### src/rtl/reset_source.sv
// Reset request generator: debounced reset button, software reboot and power-on
// pulse, each producing one fixed-width async_res pulse followed by a hold-off window.
module reset_source #(
    parameter logic [15:0] DEBOUNCE_CYCLES = 16'd1000,
    parameter logic [15:0] PULSE_CYCLES    = 16'd4,
    parameter logic [15:0] HOLDOFF_CYCLES  = 16'd16
) (
    input  logic       clock,
    input  logic       resn,
    input  logic       button_n,
    input  logic       sw_reboot,
    output logic       async_res,
    output logic [1:0] cause,
    output logic       busy
);

    typedef enum logic [1:0] {
        IDLE    = 2'd0,
        PULSE   = 2'd1,
        HOLDOFF = 2'd2
    } state_t;

    localparam logic [1:0] CAUSE_POR    = 2'b00;
    localparam logic [1:0] CAUSE_BUTTON = 2'b01;
    localparam logic [1:0] CAUSE_SW     = 2'b10;

    logic        btn_sync_p0;
    logic        button_s;
    logic        btn_db;
    logic        btn_db_p1;
    logic [15:0] db_cnt;
    logic        btn_trig;
    state_t      state;
    logic [15:0] cnt;

    // Stage p0: two-flop synchroniser for the asynchronous button pin
    always_ff @(posedge clock or negedge resn) begin
        if (!resn) begin
            btn_sync_p0 <= 1'b1;
            button_s    <= 1'b1;
        end else begin
            btn_sync_p0 <= button_n;
            button_s    <= btn_sync_p0;
        end
    end

    // Stage p1: debounce, then remember the previous debounced level for edge detection
    always_ff @(posedge clock or negedge resn) begin
        if (!resn) begin
            btn_db    <= 1'b1;
            btn_db_p1 <= 1'b1;
            db_cnt    <= '0;
        end else begin
            btn_db_p1 <= btn_db;
            if (button_s == btn_db) begin
                db_cnt <= '0;
            end else if (db_cnt + 16'd1 == DEBOUNCE_CYCLES) begin
                btn_db <= button_s;
                db_cnt <= '0;
            end else begin
                db_cnt <= db_cnt + 16'd1;
            end
        end
    end

    // Only a debounced press counts; a release or a held-low level never triggers.
    assign btn_trig = btn_db_p1 & ~btn_db;

    // Stage p2: pulse / hold-off sequencer; reset lands in PULSE to form the power-on pulse
    always_ff @(posedge clock or negedge resn) begin
        if (!resn) begin
            state     <= PULSE;
            cnt       <= PULSE_CYCLES;
            async_res <= 1'b1;
            cause     <= CAUSE_POR;
            busy      <= 1'b1;
        end else begin
            case (state)
                IDLE: begin
                    if (btn_trig || sw_reboot) begin
                        state     <= PULSE;
                        cnt       <= PULSE_CYCLES;
                        async_res <= 1'b1;
                        busy      <= 1'b1;
                        cause     <= btn_trig ? CAUSE_BUTTON : CAUSE_SW;
                    end
                end
                PULSE: begin
                    if (cnt == 16'd1) begin
                        async_res <= 1'b0;
                        if (HOLDOFF_CYCLES == 16'd0) begin
                            state <= IDLE;
                            busy  <= 1'b0;
                        end else begin
                            state <= HOLDOFF;
                            cnt   <= HOLDOFF_CYCLES;
                        end
                    end else begin
                        cnt <= cnt - 16'd1;
                    end
                end
                HOLDOFF: begin
                    if (cnt == 16'd1) begin
                        state <= IDLE;
                        busy  <= 1'b0;
                    end else begin
                        cnt <= cnt - 16'd1;
                    end
                end
                default: begin
                    state     <= IDLE;
                    async_res <= 1'b0;
                    busy      <= 1'b0;
                end
            endcase
        end
    end

endmodule

### config.mk
export PLATFORM = sky130hd
export DESIGN_NAME = reset_source
export DESIGN_NICKNAME = d
export VERILOG_FILES = /design/src/rtl/reset_source.sv
export SDC_FILE = /design/constraint.sdc
export NUM_CORES = 1
export LEC_CHECK = 0
export BUFFER_PORTS_ARGS = -buffer_cell sky130_fd_sc_hd__buf_4
export CORE_UTILIZATION = 50
export DETAILED_ROUTE_END_ITERATION = 8
export PLACE_DENSITY_LB_ADDON = 0.2
export SYNTH_ARGS = -nofsm -noshare
export SYNTH_HDL_FRONTEND = slang
export SYNTH_SLANG_ARGS = --single-unit
### constraint.sdc
create_clock -name clock -period 2.8 [get_ports clock]
set_clock_uncertainty 0.1 [all_clocks]
set_input_delay 0.56 -clock clock [delete_from_list [all_inputs] [get_ports clock]]
set_output_delay 0.56 -clock clock [all_outputs]
set_load 0.02 [all_outputs]
== After elaboration in Yosys (flattened, before gate mapping) ==
Cells that the tools add are included.
Word-level totals
  memory bits (read-only): 0
  memories kept: 0
  memory bits (writable): 0
  register bits after elaboration: 42
  latch bits: 0
  output and inout bits: 4
Cells by class
  equality and inequality tests: 9
  $lt $le $gt $ge: 0
  reduce and logical (&&, ||, !) cells: 9
  multiplexer cells: 15
  multiply operators: 0
  bitwise gates (word level): 5
  $add $sub $neg: 2
  div/mod/pow operators: 0
  shift-type cells: 0
Operators with widths (number)
  $mux 16: 5
  $pmux 16 s3: 1
  $add 16x1->16 const B: 1
  $eq 16x1->1 const B: 1
  $eq 16x10->1 const B: 1
  $sub 16x1->16 const B: 1
  $reduce_and 3->1: 4
  $mux 2: 4
  $ne 2x2->1 const B: 4
  $pmux 1 s3: 2
  $pmux 2 s3: 1
  $not 1->1: 4
  $reduce_and 2->1: 2
  $reduce_bool 3->1: 1
  $eq 2x1->1 const B: 1
  $eq 2x2->1 const B: 1
  $logic_not 2->1: 1
  $mux 1: 2
  $and 1x1->1: 1
  $eq 1x1->1: 1
  $logic_or 1x1->1: 1

== Depth between registers and ports, before layout ==
  word-level depth: 5
  gate-level depth with buffers: 9

== Least setup slack after synthesis ==
OpenSTA, ideal clock, no wires.
  kind: reg-to-reg
  start: register cnt[3]
  end: register cnt[8]
  data arrival time: 2.128 ns
  period minus slack after synthesis: 2.354 ns
  library setup time: 0.127 ns
  buffers on the path: 0
  required time: 2.573 ns
  path slack: 0.446 ns
  cell stages (with the launch flop): 7
  path through: dfrtp_1 > or4_4 > or4b_4 > o31a_4 > nand4b_1 > xor2_1 > nor2_1
On the way
  longest elaborated chain between the ends: 3
  elaborated cells between the ends (all ways): 7
  those cells by class: add/sub: 1; eq/ne: 2; mux: 3; reduce/logical: 1
RTL lines
  from (decl): RTL line 34  | logic [15:0] cnt;
  from (signal assigned): RTL line 99  | cnt <= cnt - 16'd1;
  from (signal assigned): RTL line 107  | cnt <= cnt - 16'd1;
  $sub 16x1->16 or $eq 16x1->1 (tied branches)
  $mux 16, or another cell as far along: RTL line 103  | if (cnt == 16'd1) begin
  $pmux 16 s3 or $reduce_and 3->1 (tied branches)
Several ways; a longest one is shown, not always the timed one. The select of a mux whose other input is x is not followed.
A chain may end at the register's enable or synchronous reset.

== Final worst setup path ==
  start: register db_cnt[0]
  end: register db_cnt[0]
On the way
  longest elaborated chain between the ends: 4
RTL lines
  from (decl): RTL line 31  | logic [15:0] db_cnt;
  from (signal assigned): RTL line 61  | db_cnt <= db_cnt + 16'd1;
  $add 16x1->16 (*): RTL line 57, 61
  $eq 16x10->1: RTL line 57  | end else if (db_cnt + 16'd1 == DEBOUNCE_CYCLES) begin
  $mux 16 (*): RTL line 57
  $mux 16 (*): RTL line 55  | if (button_s == btn_db) begin
Mark *: on every way between the ends. The rest lies on a longest branch, timed or not.

==> results.toml <==
[outcome]
outcome = "finished clean"

[clock_tree]
clock_tree_from_tritoncts = "built"
cts.htree.levels = 2
clockRootBuffer = "clkbuf_8"
source_to_sink_clock_delay_at_the_later_pin_of_the_worst_skew_pair_ns = 0.30
postCtsSetupBuffers = 0
numCtsBuffers = 5
cts_buffer_depth = 2
cts_num_sinks = 42
path_clk_slew_ns = 0.09

[place]
portBuffers = 7
dp_hpwl_um = 3160
placed_cells = 302
routability_cong = 0.826
placement.setup.worst_slack_ns = 0.119

[pwr]
cell_leakage_power_nw = 1.05
irDropWorstVdd_uv = 535
pwr-share-seq_pct = 37.6
p_comb_share_pct = 45.8
switching_power_mw = 0.976
clock_network_power_share_pct = 16.6
cell_internal_pwr_mw = 1.38
switching_share_pct = 41.4
power.density_cell_area_nw_per_um2 = 925

[sta]
timing.setup.tns_ns = 0
fin_ws_ns = 0.136
max_freq_mhz = 375
maxSlewHeadroom_pct = 63.8
timing.final.crit_period_ns = 2.66
final_hold_fails = 0
final-max-slew-violation-count = 0
final.period_utilization_pct = 95.2
finalSetupViolations = 0
worst_slew_pin_slew_ns = 0.542

[grt]
gr-total-overflow = 0
first_pass_grt_wire_length_um = 7770
grt_use_total_pct = 20.0
grt_antenna_before_repair = 0
largest_net_degree_at_the_start_of_global_routing = 43
first_global_vias = 1656

[setup_path]
maximum_net_fanout_on_the_critical_path = 8
worstReg2RegStart = "db_cnt[0]"
worst_ep_arrival_time_ns = 2.74
startpoint_type = "flip-flop"
critPathCaptureType = "flip-flop"
endpoint_required_time_on_the_critical_path_ns = 2.88
worst-setup-path-type = "reg -> reg"
critical_path.startpoint = "db_cnt[0]"

[drt]
final_antenna_net_count = 0
drtPass1Iterations = 4
detail_route.wirelength_um = 4600
route.vias.total = 1808
vias_per_cell = 5.83
avgRoutedWirePerCell_um = 14.8
drc_errors = 0
dr.first_iter.drc_count = 76

[floorplanning]
dieHeight_um = 70.4
die_area_um2 = 4960
floorplan.io_pins = 8
floorplan.initialDensity_pct = 53.0
core_region_area_um2 = 4410
die_x_um = 70.4
fp-row-count = 24

[synthesis]
syn_inst = 245
seq_area_frac_synth_pct = 45.3
synth_edf_count = 0
synth_area_um2 = 2340
async_set_or_reset_register_ratio_after_synthesis_pct = 100
ys_dominant_reg_cell = "dfrtp_1"
synth.net_count = 256
yosys_warnings = 0
yosys_register_bits = 42
synthDistinctLibCells = 56
post_synth.cell_area_avg_um2 = 9.55

[min_path]
hold_class = "in -> async"

[finish]
utilization_pct = 57.7
antenna-diode-count = 0
stdcell_count = 310
share_of_layout_cells_above_drive_strength_1_pct = 14.3
fin_nets = 268
synthToLayoutAreaGrowth_pct = 8.88

[job]
max_cap_viol_count = 0
-- cell usage in the layout, fill, tap and decap left out, types with 2 or more instances in the layout --
| master | netlist | layout |
|---|---|---|
| dfrtp_1 | 34 | 34 |
| nor2_1 | 32 | 32 |
| nand2_1 | 20 | 20 |
| nor3_1 | 13 | 13 |
| inv_1 | 12 | 12 |
| xnor2_1 | 12 | 12 |
| xor2_1 | 10 | 10 |
| buf_4 | 1 | 10 |
| a21oi_1 | 9 | 9 |
| nand3_1 | 8 | 8 |
| dfstp_2 | 8 | 8 |
| ha_1 | 7 | 7 |
| nand4_1 | 6 | 6 |
| nor4_1 | 5 | 5 |
| o31ai_1 | 5 | 5 |
| o21ai_0 | 5 | 5 |
| clkbuf_8 | 0 | 5 |
| nor2b_1 | 4 | 4 |
| or4_1 | 3 | 3 |
| or3_1 | 2 | 2 |
| o22ai_1 | 2 | 2 |
| nor4b_1 | 2 | 2 |
| o31a_1 | 2 | 2 |
| nor3b_1 | 2 | 2 |
| nor2_2 | 2 | 2 |
| a22o_1 | 2 | 2 |
| o211ai_1 | 2 | 2 |
| a2bb2oi_1 | 2 | 2 |
| o21a_1 | 2 | 2 |
| a31oi_1 | 2 | 2 |
-- timing repair --
| item | in CTS | in global routing |
|---|---|---|
| hold buffers | 0 | 0 |
| setup endpoints to repair | 0 | 8 |
| gates resized for setup | 0 | 2 |
-- routing by layer --
layer / GRT usage [%] / vias to the layer above / part of all wire [%]
met5: 0 / - / 0
met4: 6.89 / 0 / 0.63
met3: 4.47 / 2 / 3.1
met2: 32.4 / 29 / 50
met1: 26.4 / 871 / 47
li1: - / 906 / -
-- cell usage after synthesis (2+ instances only) --
library cell / number / area (um2)
o22ai_1: 2 / 12.5
a2111oi_0: 2 / 17.5
nor4b_1: 2 / 17.5
inv_1: 12 / 45.0
nor2_2: 2 / 12.5
nor2_1: 32 / 120
nor3_1: 13 / 65.1
nand2_1: 20 / 75.1
or3_1: 2 / 12.5
nor3b_1: 2 / 15.0
o21a_1: 2 / 15.0
xnor2_1: 12 / 105
dfstp_2: 8 / 210
o31ai_1: 5 / 37.5
a31oi_1: 2 / 12.5
a2bb2oi_1: 2 / 17.5
nor4_1: 5 / 31.3
xor2_1: 10 / 87.6
nor2b_1: 4 / 25.0
o31a_1: 2 / 17.5
clkbuf_1: 2 / 7.51
a21oi_1: 9 / 45.0
o21ai_0: 5 / 25.0
a22o_1: 2 / 17.5
dfrtp_1: 34 / 851
nand4_1: 6 / 37.5
nand3_1: 8 / 40.0
o211ai_1: 2 / 15.0
ha_1: 7 / 87.6
or4_1: 3 / 22.5
-- kinds of logic after synthesis --
group	synth area share, %
fa+ha+maj	3.74
mux	0.909
xor+xnor	8.24
simple gates	24.4
flops	45.3
buf+inv	2.99
compound gates	14.3
-- stage by stage --
| step | instance area, um2 | total power [mW] | hold WS, ns |
|---|---|---|---|
| global route | 2550 | 2.54 | 0.159 |
| finish | 2550 | 2.36 | 0.133 |
| CTS | 2540 | 2.37 | 0.144 |
| detailed placement | 2450 | 1.96 | 0.258 |
| global placement | 2450 | 1.95 | 0.246 |
| floorplan | 2340 | 1.71 | 0.164 |
-- final timing paths --
check / to / cells past startpoint / slack (ns)
worst max-delay path: db_cnt[0] / 7 / 0.14
worst min-delay path: db_cnt[9] / 1 / 0.13
worst max register to register: db_cnt[0] / 7 / 0.14
worst min register to register: button_s / 0 / 0.25
max in group asynchronous: cnt[2] / 1 / 2.08
min in group clock: button_s / 0 / 0.25
-- final cells by class --
| class | instances | area [um2] |
|---|---|---|
| Fill cell | 388 | 1870 |
| Timing Repair Buffer | 10 | 75.1 |
| Inverter | 12 | 45.0 |
| Clock inverter | 3 | 21.3 |
| Clock buffer | 5 | 68.8 |
| Multi-Input combinational cell | 186 | 1210 |
| Tap cell | 52 | 65.1 |
| Sequential cell | 42 | 1060 |
-- worst max-delay path, cell delays in order (launching register included) --
cell	delay, ns
dfrtp_1	0.39
ha_1	0.24
nand3_1	0.24
nor4_1	0.44
o221ai_1	0.17
a2111oi_1	0.47
and4b_2	0.42
nor3_1	0.08
-- power by group through the flow --
stage	registers, mW	logic (mW)	clock network (mW)
floorplan	0.886	0.821	0
detailed placement	0.892	1.07	0
global placement	0.891	1.06	0
finish	0.885	1.08	0.392
global route	0.908	1.19	0.436
CTS	0.884	1.08	0.405
-- state kept, by name, indices dropped and copies added (netlist names) --
| name | flops |
|---|---|
| btn_sync_p0 | 1 |
| btn_db_p1 | 1 |
| busy | 1 |
| button_s | 1 |
| async_res | 1 |
| state | 2 |
| db_cnt | 16 |
| btn_db | 1 |
| cause | 2 |
| cnt | 16 |
No activity file was read; power rests on OpenSTA's default activity.
